==> src/rtl/cpu_run_controller_if.sv <==
// Host-side control and status bundle of the CPU run controller.
interface cpu_run_controller_if #(
  parameter int PC_WIDTH  = 8,
  parameter int CNT_WIDTH = 16
);
  logic                 start;
  logic                 step_mode;
  logic                 step_req;
  logic                 bp_en;
  logic [PC_WIDTH-1:0]  bp_addr;
  logic [PC_WIDTH-1:0]  pc_next;
  logic                 cpu_reset;
  logic                 cpu_clk_en;
  logic [CNT_WIDTH-1:0] cycle_count;
  logic                 halted;
  logic [1:0]           halt_cause;
  logic                 busy;

  modport master (
    output start, step_mode, step_req, bp_en, bp_addr, pc_next,
    input  cpu_reset, cpu_clk_en, cycle_count, halted, halt_cause, busy
  );
  modport slave (
    input  start, step_mode, step_req, bp_en, bp_addr, pc_next,
    output cpu_reset, cpu_clk_en, cycle_count, halted, halt_cause, busy
  );
endinterface

==> src/rtl/cpu_run_controller.sv <==
// Run/step/halt sequencer for a CPU under test: holds it in reset, gates its
// clock, counts executed cycles and halts on self-loop, breakpoint or timeout.
module cpu_run_controller #(
  parameter int PC_WIDTH    = 8,
  parameter int RST_CYCLES  = 4,
  parameter int MAX_CYCLES  = 500,
  parameter int STALL_LIMIT = 3,
  parameter int CNT_WIDTH   = 16
) (
  input logic                 CLOCK_50,
  input logic                 reset,
  cpu_run_controller_if.slave bus
);
  localparam int RW = $clog2(RST_CYCLES + 1);
  localparam int SW = $clog2(STALL_LIMIT + 1);

  typedef enum logic [2:0] {IDLE, RESET_CPU, RUN, STEP_WAIT, STEP_EXEC, HALT} state_t;

  state_t                state_q, state_d;
  logic [RW-1:0]         rst_cnt;
  logic [SW-1:0]         stall_cnt, stall_nxt;
  logic [PC_WIDTH-1:0]   prev_pc;
  logic                  prev_vld;
  logic [1:0]            step_sync;
  logic                  step_edge, exec, hit_bp, hit_loop, hit_tmo;
  logic [1:0]            cause_d, cause_q;
  logic [CNT_WIDTH-1:0]  cnt_q;

  assign exec      = (state_q == RUN) || (state_q == STEP_EXEC);
  assign step_edge = step_sync[0] & ~step_sync[1];
  assign stall_nxt = (prev_vld && bus.pc_next == prev_pc) ? stall_cnt + 1'b1 : '0;
  assign hit_bp    = bus.bp_en && (bus.pc_next == bus.bp_addr);
  assign hit_loop  = (stall_nxt == SW'(STALL_LIMIT));
  assign hit_tmo   = (cnt_q == CNT_WIDTH'(MAX_CYCLES - 1));

  assign bus.cycle_count = cnt_q;
  assign bus.halt_cause  = cause_q;

  always_comb begin
    state_d = state_q;
    cause_d = 2'b00;
    if (exec) begin
      if (hit_bp)        cause_d = 2'b10;
      else if (hit_loop) cause_d = 2'b01;
      else if (hit_tmo)  cause_d = 2'b11;
    end
    case (state_q)
      IDLE, HALT: if (bus.start) state_d = RESET_CPU;
      RESET_CPU:  if (rst_cnt == RW'(RST_CYCLES - 1))
                    state_d = bus.step_mode ? STEP_WAIT : RUN;
      RUN: begin
        if (cause_d != 2'b00)   state_d = HALT;
        else if (bus.step_mode) state_d = STEP_WAIT;
      end
      // a step request beats a simultaneous switch back to free run
      STEP_WAIT: begin
        if (step_edge)           state_d = STEP_EXEC;
        else if (!bus.step_mode) state_d = RUN;
      end
      STEP_EXEC: state_d = (cause_d != 2'b00) ? HALT : STEP_WAIT;
      default:   state_d = IDLE;
    endcase
  end

  always_ff @(posedge CLOCK_50) begin
    if (reset) begin
      state_q        <= IDLE;
      rst_cnt        <= '0;
      stall_cnt      <= '0;
      prev_pc        <= '0;
      prev_vld       <= 1'b0;
      step_sync      <= 2'b00;
      cnt_q          <= '0;
      cause_q        <= 2'b00;
      bus.cpu_reset  <= 1'b1;
      bus.cpu_clk_en <= 1'b0;
      bus.halted     <= 1'b0;
      bus.busy       <= 1'b0;
    end else begin
      state_q   <= state_d;
      step_sync <= {step_sync[0], bus.step_req};
      if (state_d == RESET_CPU && state_q != RESET_CPU) begin
        rst_cnt   <= '0;
        cnt_q     <= '0;
        stall_cnt <= '0;
        prev_vld  <= 1'b0;
        cause_q   <= 2'b00;
      end else begin
        if (state_q == RESET_CPU) rst_cnt <= rst_cnt + 1'b1;
        if (exec) begin
          if (cnt_q != '1) cnt_q <= cnt_q + 1'b1;
          stall_cnt <= stall_nxt;
          prev_pc   <= bus.pc_next;
          prev_vld  <= 1'b1;
          if (cause_d != 2'b00) cause_q <= cause_d;
        end
      end
      // outputs follow the state being entered so they line up with state_q
      bus.cpu_reset  <= (state_d == IDLE) || (state_d == RESET_CPU);
      bus.cpu_clk_en <= (state_d == RESET_CPU) || (state_d == RUN) || (state_d == STEP_EXEC);
      bus.halted     <= (state_d == HALT);
      bus.busy       <= (state_d == RESET_CPU) || (state_d == RUN) ||
                        (state_d == STEP_WAIT) || (state_d == STEP_EXEC);
    end
  end
endmodule

==> src/flat_wrapper.sv <==
// flat-port wrapper written by rule: the top's interface ports become plain ports
module cpu_run_controller_flat 
#(
  parameter int PC_WIDTH    = 8,
  parameter int RST_CYCLES  = 4,
  parameter int MAX_CYCLES  = 500,
  parameter int STALL_LIMIT = 3,
  parameter int CNT_WIDTH   = 16
)
  (CLOCK_50, reset, bus_start, bus_step_mode, bus_step_req, bus_bp_en, bus_bp_addr, bus_pc_next, bus_cpu_reset, bus_cpu_clk_en, bus_cycle_count, bus_halted, bus_halt_cause, bus_busy);
  cpu_run_controller_if #(.PC_WIDTH(PC_WIDTH), .CNT_WIDTH(CNT_WIDTH)) bus_i ();
  input logic CLOCK_50;
  input logic reset;
  input wire logic [$bits(bus_i.start)-1:0] bus_start;
  input wire logic [$bits(bus_i.step_mode)-1:0] bus_step_mode;
  input wire logic [$bits(bus_i.step_req)-1:0] bus_step_req;
  input wire logic [$bits(bus_i.bp_en)-1:0] bus_bp_en;
  input wire logic [$bits(bus_i.bp_addr)-1:0] bus_bp_addr;
  input wire logic [$bits(bus_i.pc_next)-1:0] bus_pc_next;
  output wire logic [$bits(bus_i.cpu_reset)-1:0] bus_cpu_reset;
  output wire logic [$bits(bus_i.cpu_clk_en)-1:0] bus_cpu_clk_en;
  output wire logic [$bits(bus_i.cycle_count)-1:0] bus_cycle_count;
  output wire logic [$bits(bus_i.halted)-1:0] bus_halted;
  output wire logic [$bits(bus_i.halt_cause)-1:0] bus_halt_cause;
  output wire logic [$bits(bus_i.busy)-1:0] bus_busy;
  assign bus_i.start = bus_start;
  assign bus_i.step_mode = bus_step_mode;
  assign bus_i.step_req = bus_step_req;
  assign bus_i.bp_en = bus_bp_en;
  assign bus_i.bp_addr = bus_bp_addr;
  assign bus_i.pc_next = bus_pc_next;
  assign bus_cpu_reset = bus_i.cpu_reset;
  assign bus_cpu_clk_en = bus_i.cpu_clk_en;
  assign bus_cycle_count = bus_i.cycle_count;
  assign bus_halted = bus_i.halted;
  assign bus_halt_cause = bus_i.halt_cause;
  assign bus_busy = bus_i.busy;
  cpu_run_controller #(.PC_WIDTH(PC_WIDTH), .RST_CYCLES(RST_CYCLES), .MAX_CYCLES(MAX_CYCLES), .STALL_LIMIT(STALL_LIMIT), .CNT_WIDTH(CNT_WIDTH)) u_core (.CLOCK_50(CLOCK_50), .reset(reset), .bus(bus_i));
endmodule
==> config.mk <==
export PLATFORM = sky130hd
export DESIGN_NAME = cpu_run_controller_flat
export DESIGN_NICKNAME = d
export VERILOG_FILES = /design/src/rtl/cpu_run_controller_if.sv /design/src/rtl/cpu_run_controller.sv /design/src/flat_wrapper.sv
export SDC_FILE = /design/constraint.sdc
export NUM_CORES = 1
export LEC_CHECK = 0
export CAP_MARGIN = 20
export CORE_MARGIN = 2
export CORE_UTILIZATION = 28
export CTS_BUF_LIST = sky130_fd_sc_hd__clkbuf_16
export DETAILED_ROUTE_END_ITERATION = 12
export GPL_ROUTABILITY_DRIVEN = 0
export RECOVER_POWER = 50
export SLEW_MARGIN = 40
export SYNTH_ARGS = -nofsm -noshare
export SYNTH_HDL_FRONTEND = slang
export SYNTH_SLANG_ARGS = --single-unit
==> constraint.sdc <==
create_clock -name CLOCK_50 -period 3.4 [get_ports CLOCK_50]
set_clock_uncertainty 0.05 [all_clocks]
set_input_delay 0.85 -clock CLOCK_50 [delete_from_list [all_inputs] [get_ports CLOCK_50]]
set_output_delay 0.85 -clock CLOCK_50 [all_outputs]
set_load 0.05 [all_outputs]
==> results_dict.tcl, run 1 <==
set metrics [dict create \
    cts_buffers 5 \
    num-nets-final 314 \
    syn_inst 248 \
    io_buffers 43 \
    core_area_mm2 0.007292 \
    yosysWarningCount 0 \
    syn_area_per_cell_um2 8.536 \
    synthXorXnorAreaFrac_pct 11.58 \
    placed_area_mm2 0.002628 \
    cts_tree "built" \
    stdcell_area_mm2 0.002790 \
    clkLatencyLatePin_ns 0.28 \
    grt_max_degree 22 \
    critPathSlowestCell "a31o_1" \
    cts.sinks 41 \
    max-cap-violations 0 \
    num_antenna_cells 0 \
    first_global_vias 1704 \
    dieArea_mm2 0.008272 \
    min_period_ns 2.702 \
    fillCellCount 765 \
    grt_util_all_layers_pct 12.13 \
    clockBufferDepth 2 \
    synth-seq-cells 41 \
    dp_hpwl_um 3392 \
    setup-violations-final 0 \
    die_h_um 90.95 \
    ys_types 53 \
    clk_pin_slew_worst_paths_ns 0.06 \
    cp.arrival_ns 2.79 \
    synth.mux.area_fraction_pct 0.9456 \
    grt_first_pass_wirelength_um 8252 \
    hold_viol 0 \
    rsz0062_at_grt "false" \
    boundaryPins 44 \
    leakagePower_nw 0.8850 \
    areaGrowthSynthToFinish_pct 31.80 \
    cp_max_fo 21 \
    htreeDepth 2 \
    antenna_found_initial 0 \
    synthSimpleGateAreaFrac_pct 26.60 \
    post-place-ws_ns 0.6856 \
    totalWireLength_um 4842 \
    final_layout_size_suffix_gt1_share_pct 7.241 \
    antenna_left 0 \
    row_count 31 \
    cts-root-buf "clkbuf_16" \
    post_cts_resized 0 \
    initial_core_util_pct 29.03 \
    crit_required_ns 3.49 \
    fin_setup_tns_ns 0 \
    post_cts_buffers 0 \
    layout_setup_ws_ns 0.6984 \
    ir_worst_vdd_uv 173.5 \
    synth_seq_area_share_pct 38.77 \
    fmax_ghz 0.3702 \
    hold_buffers 0 \
    maxSlewHeadroom_pct 47.77 \
    synth_top_family_by_area "simple AND/OR/NAND/NOR gates" \
    ys.flop_type "dfxtp_1" \
    async_flop_share_pct 0 \
    grt_overflow 0 \
    drc 0 \
    powerDensity_mw_per_mm2 396.3 \
    start_kind "input pin" \
    synth_compound_area_share_pct 15.96 \
    worstSetupPathType "input pin to register" \
    synthesis.nets 273 \
    yosys.area_share.adder_pct 1.773 \
    cp_cell_sequence "dlygate4sd3_1 > clkbuf_1 > a31o_1 > nor2_1" \
    synth_edf_count 0 \
    wl_per_cell_um 12.45 \
    dr.first_iter.drc_count 76 \
    dr.pass1.iters 4 \
    vias 1876 \
    syn-cell-area_mm2 0.002117 \
    fp.dieW_um 90.95 \
    finalPower_mw 1.106 \
    outcome "completed" \
    final_max_slew_viol_count 0 \
    vias_per_cell 4.823 \
    tightest_slew_ns 0.7834 \
    fin_crit_sh_pct 79.46 \
    cp-end-kind "register" \
    crit_path_max_incr_delay_ns 0.71 \
    holdCritPathClass "register to register" \
]
==> where the power goes <==
part | switching, mW | internal [mW] | total, mW | leakage, nW
Sequential | 0.00434 | 0.486 | 0.490 | 0.332
Clock | 0.184 | 0.343 | 0.528 | 0.0775
Combinational | 0.0433 | 0.0444 | 0.0877 | 0.476
==> Yosys cell counts (all sizes together) (4+ instances only) <==
cell type   n  area (um^2)
nor3        4        25.02
nor4        4        46.29
or3         9        56.30
xnor2      21        183.9
nand2      32        120.1
o21ai       9        48.79
inv         9        33.78
xor2        7        61.31
dfxtp      41        820.8
buf         5        36.28
nor2b       4        25.02
clkbuf      6        22.52
a21oi      20        100.1
nor2       22        85.09
nand3       6        30.03
nand4       7        50.05
==> worst paths after layout <==
check,start,to,slack [ns],cells after the start
setup / recovery,reset,u_core.bus.cycle_count[5]$_SDFFE_PP0P_,0.70,4
hold / removal,u_core.bus.halt_cause[1]$_SDFFE_PP0P_,u_core.bus.halt_cause[1]$_SDFFE_PP0P_,0.41,2
setup reg to reg,u_core.state_q[2]$_SDFF_PP0_,u_core.stall_cnt[1]$_SDFFE_PP0P_,1.47,4
hold reg to reg,u_core.bus.halt_cause[1]$_SDFFE_PP0P_,u_core.bus.halt_cause[1]$_SDFFE_PP0P_,0.41,2
==> routing by layer <==
metal	track usage (%)	routed length [um]	part of all wire, %	up-vias
li1	-	-	-	961
met1	16.77	2444	50	859
met2	18.27	2094	43	49
met3	4.149	254	5.2	7
met4	2.652	48	0.99	0
met5	0	0	0	-
==> through the flow <==
| stage | std cells | util [%] | hold WS, ns |
|---|---|---|---|
| after floorplan | 248 | - | 0.3883 |
| after global placement | 381 | 36.03 | 0.3972 |
| after detailed placement | 381 | 36.03 | 0.3997 |
| after CTS | 389 | 38.32 | 0.4098 |
| after global routing | 389 | 38.26 | 0.4342 |
| final | 389 | 38.26 | 0.4125 |
==> kinds of logic (layout without fill, tap and decap cells) <==
family,count (synthesis),count (layout)
xor gates and xnor gates,28,28
muxes,2,2
DFF,41,41
adders and majority gates,3,3
buffers and inverters,20,62
AOI/OAI and AO/OA,51,51
and+or+nand+nor,103,103
==> final cells by class <==
type | instances | area (um^2) | area share (%)
Tap cell | 99 | 123.9 | 4.439
Inverter | 9 | 33.78 | 1.211
Sequential cell | 41 | 820.8 | 29.42
Timing Repair Buffer | 45 | 441.7 | 15.83
Clock inverter | 3 | 41.29 | 1.480
Clock buffer | 5 | 125.1 | 4.484
Multi-Input combinational cell | 187 | 1204 | 43.14
==> state kept, by name, summed over array words and instances, names as in the netlist <==
signal,cells
u_core.bus.halted,1
u_core.bus.cpu_reset,1
u_core.step_sync,2
u_core.prev_pc,8
u_core.bus.busy,1
u_core.prev_vld,1
u_core.bus.cpu_clk_en,1
u_core.bus.halt_cause,2
u_core.bus.cycle_count,16
u_core.rst_cnt,3
u_core.state_q,3
u_core.stall_cnt,2
==> cell usage in the layout, fill, tap and decap left out, types with 2 or more instances in the layout <==
| cell | n |
|---|---|
| clkdlybuf4s50_1 | 42 |
| dfxtp_1 | 41 |
| nand2_1 | 32 |
| xnor2_1 | 21 |
| nor2_1 | 21 |
| a21oi_1 | 20 |
| inv_1 | 9 |
| or3_1 | 9 |
| o21ai_0 | 7 |
| xor2_1 | 7 |
| nand4_1 | 6 |
| nand3_1 | 6 |
| clkbuf_16 | 5 |
| nor2b_1 | 4 |
| o211ai_1 | 3 |
| nor3_1 | 3 |
| ha_1 | 3 |
| nor4_1 | 2 |
| o41ai_1 | 2 |
| a31o_2 | 2 |
| and3_1 | 2 |
| mux2i_1 | 2 |
| nand3b_1 | 2 |
| or4_1 | 2 |
| o22ai_1 | 2 |
| o2bb2ai_1 | 2 |
| a221o_1 | 2 |
==> critical path, delay by kind of cell <==
| kind | cells | cell delay (ns) |
|---|---|---|
| AO/OA/AOI/OAI | 1 | 0.71 |
| AND/OR/NAND/NOR | 1 | 0.11 |
| buffers and inverters | 2 | 1.11 |
No activity file was read; power rests on OpenSTA's default activity.
==> run 2, diff against run 1 <==
clock period = 2.3 ns   (was 3.4 ns; I/O delays follow)
==> results_dict.tcl, run 2 (synthesis results as in run 1) <==
set metrics [dict create \
    outcome "completed" \
    totalWireLength_um 4916 \
    fmax_ghz 0.4559 \
    min_from "u_core.bus.halt_cause[1]$_SDFFE_PP0P_" \
    holdPathEnd "u_core.bus.halt_cause[1]$_SDFFE_PP0P_" \
    crit_path_max_incr_delay_ns 0.85 \
    regArea_um2 820.8 \
    drc 0 \
    stdcell_area_mm2 0.002805 \
    clk_pin_slew_worst_paths_ns 0.06 \
    swShare_pct 20.58 \
    antenna_found_initial 0 \
    dieArea_mm2 0.008272 \
    r2r_start "u_core.bus.cycle_count[7]$_SDFFE_PP0P_" \
    r2r_slack_ns 0.27 \
    tightest_slew_ns 0.7126 \
    cts-root-buf "clkbuf_16" \
    hold_buffers 0 \
    timing.rr.end "u_core.bus.cycle_count[1]$_SDFFE_PP0P_" \
    cp_cell_sequence "clkdlybuf4s50_1" \
    final_layout_size_suffix_gt1_share_pct 6.757 \
    grt_first_pass_wirelength_um 8707 \
    dp_hpwl_um 3612 \
    vias_per_cell 4.808 \
    pwr-share-comb_pct 8.7 \
    cts_tree "built" \
    cp.arrival_ns 1.57 \
    io_buffers 43 \
    vias 1899 \
    max-cap-violations 0 \
    critPathSlowestCell "clkdlybuf4s50_1" \
    areaGrowthSynthToFinish_pct 32.51 \
    start_kind "register" \
    holdCritPathClass "register to register" \
    final_max_slew_viol_count 0 \
    p_seq_share_pct 44.4 \
    antenna_left 0 \
    setup-violations-final 0 \
    cp-end-kind "output pin" \
    reg2regPathDepth 5 \
    htreeDepth 2 \
    whs_path_depth 2 \
    maxSlewHeadroom_pct 52.49 \
    num-nets-final 320 \
    leakagePower_nw 0.9086 \
    crit_required_ns 1.67 \
    clockBufferDepth 2 \
    grt_max_degree 22 \
    row_count 31 \
    power_frac_clock_pct 46.9 \
    clkLatencyLatePin_ns 0.28 \
    num_antenna_cells 0 \
    cts.sinks 41 \
    dr.pass1.iters 4 \
    post_cts_buffers 0 \
    initial_core_util_pct 29.03 \
    placed_area_mm2 0.002685 \
    finalCoreUtilization_pct 38.47 \
    ir_worst_vdd_uv 315.0 \
    fin_setup_tns_ns 0 \
    cp_top_family "buffers and inverters" \
    wl_per_cell_um 12.45 \
    power.switching_mw 0.3363 \
    final_cell_mix "dfxtp_1 (41), clkdlybuf4s50_1 (40), nand2_1 (32)" \
    grt_util_all_layers_pct 12.58 \
    p_int_mw 1.298 \
    rsz0062_at_grt "false" \
    first_global_vias 1904 \
    fin_crit_sh_pct 95.37 \
    grt_overflow 0 \
    fp.dieW_um 90.95 \
    multiInputGateArea_mm2 0.001169 \
    hold_viol 0 \
    powerDensity_mw_per_mm2 582.4 \
    fillCellCount 789 \
    post_cts_resized 0 \
    largest_register_ffs 16 \
    min_period_ns 2.193 \
    die_h_um 90.95 \
    final_common_cell "dfxtp_1" \
    cts_buffers 5 \
    core_area_mm2 0.007292 \
    critPathBufInv 1 \
    dr.first_iter.drc_count 82 \
    worstSetupPathType "register to output pin" \
    cp_max_fo 7 \
    boundaryPins 44 \
]
-- run 2: metrics by stage --
| stage | power (mW) | instances | setup WS (ns) | hold WS [ns] |
|---|---|---|---|---|
| 3_5_place_dp | 0.8854 | 387 | -0.1211 | 0.4026 |
| 4_1_cts | 1.651 | 395 | 0.09316 | 0.4119 |
| 5_1_grt | 1.697 | 395 | 0.02588 | 0.4344 |
| 3_3_place_gp | 0.8848 | 387 | -0.09237 | 0.3994 |
| 2_1_floorplan | 0.8105 | 248 | 0.1914 | 0.3883 |
| 6_report | 1.634 | 395 | 0.1066 | 0.4057 |
-- run 2: worst max-delay path by stage --
stage,startpoint,to,cells after the start
detailed placement,bus_pc_next[7],u_core.bus.halt_cause[0]$_SDFFE_PP0P_,6
global route,u_core.bus.cycle_count[5]$_SDFFE_PP0P_,u_core.bus.cycle_count[1]$_SDFFE_PP0P_,5
CTS,u_core.bus.cycle_count[12]$_SDFFE_PP0P_,bus_cycle_count[12],1
floorplan,u_core.bus.cycle_count[7]$_SDFFE_PP0P_,u_core.bus.cycle_count[12]$_SDFFE_PP0P_,6
global placement,bus_pc_next[7],u_core.bus.halt_cause[0]$_SDFFE_PP0P_,6
finish,u_core.bus.cycle_count[12]$_SDFFE_PP0P_,bus_cycle_count[12],1
-- run 2: cell type report --
| cell class | instances | area share [%] |
|---|---|---|
| multi-input cells | 187 | 41.66 |
| clock inverters | 3 | 1.338 |
| clock buffers | 5 | 4.460 |
| inverters | 9 | 1.204 |
| flip-flops and latches | 41 | 29.26 |
| repair buffers | 51 | 17.66 |
| well taps | 99 | 4.416 |
-- run 2: layer usage --
metal  vias to the layer above  wire [um]  GRT usage [%]
met5                         -          0              0
met4                         0         36          3.409
met3                         5        269          3.154
met2                        41       2222          20.62
met1                       886       2388          16.44
li1                        967          -              -
-- run 2: power by group through the flow --
| stage | clock [mW] | combinational (mW) | sequential, mW |
|---|---|---|---|
| after floorplan | 0 | 0.0642 | 0.746 |
| final | 0.767 | 0.142 | 0.725 |
| after global placement | 0 | 0.144 | 0.741 |
| after global routing | 0.815 | 0.156 | 0.726 |
| after detailed placement | 0 | 0.144 | 0.741 |
| after CTS | 0.781 | 0.145 | 0.725 |
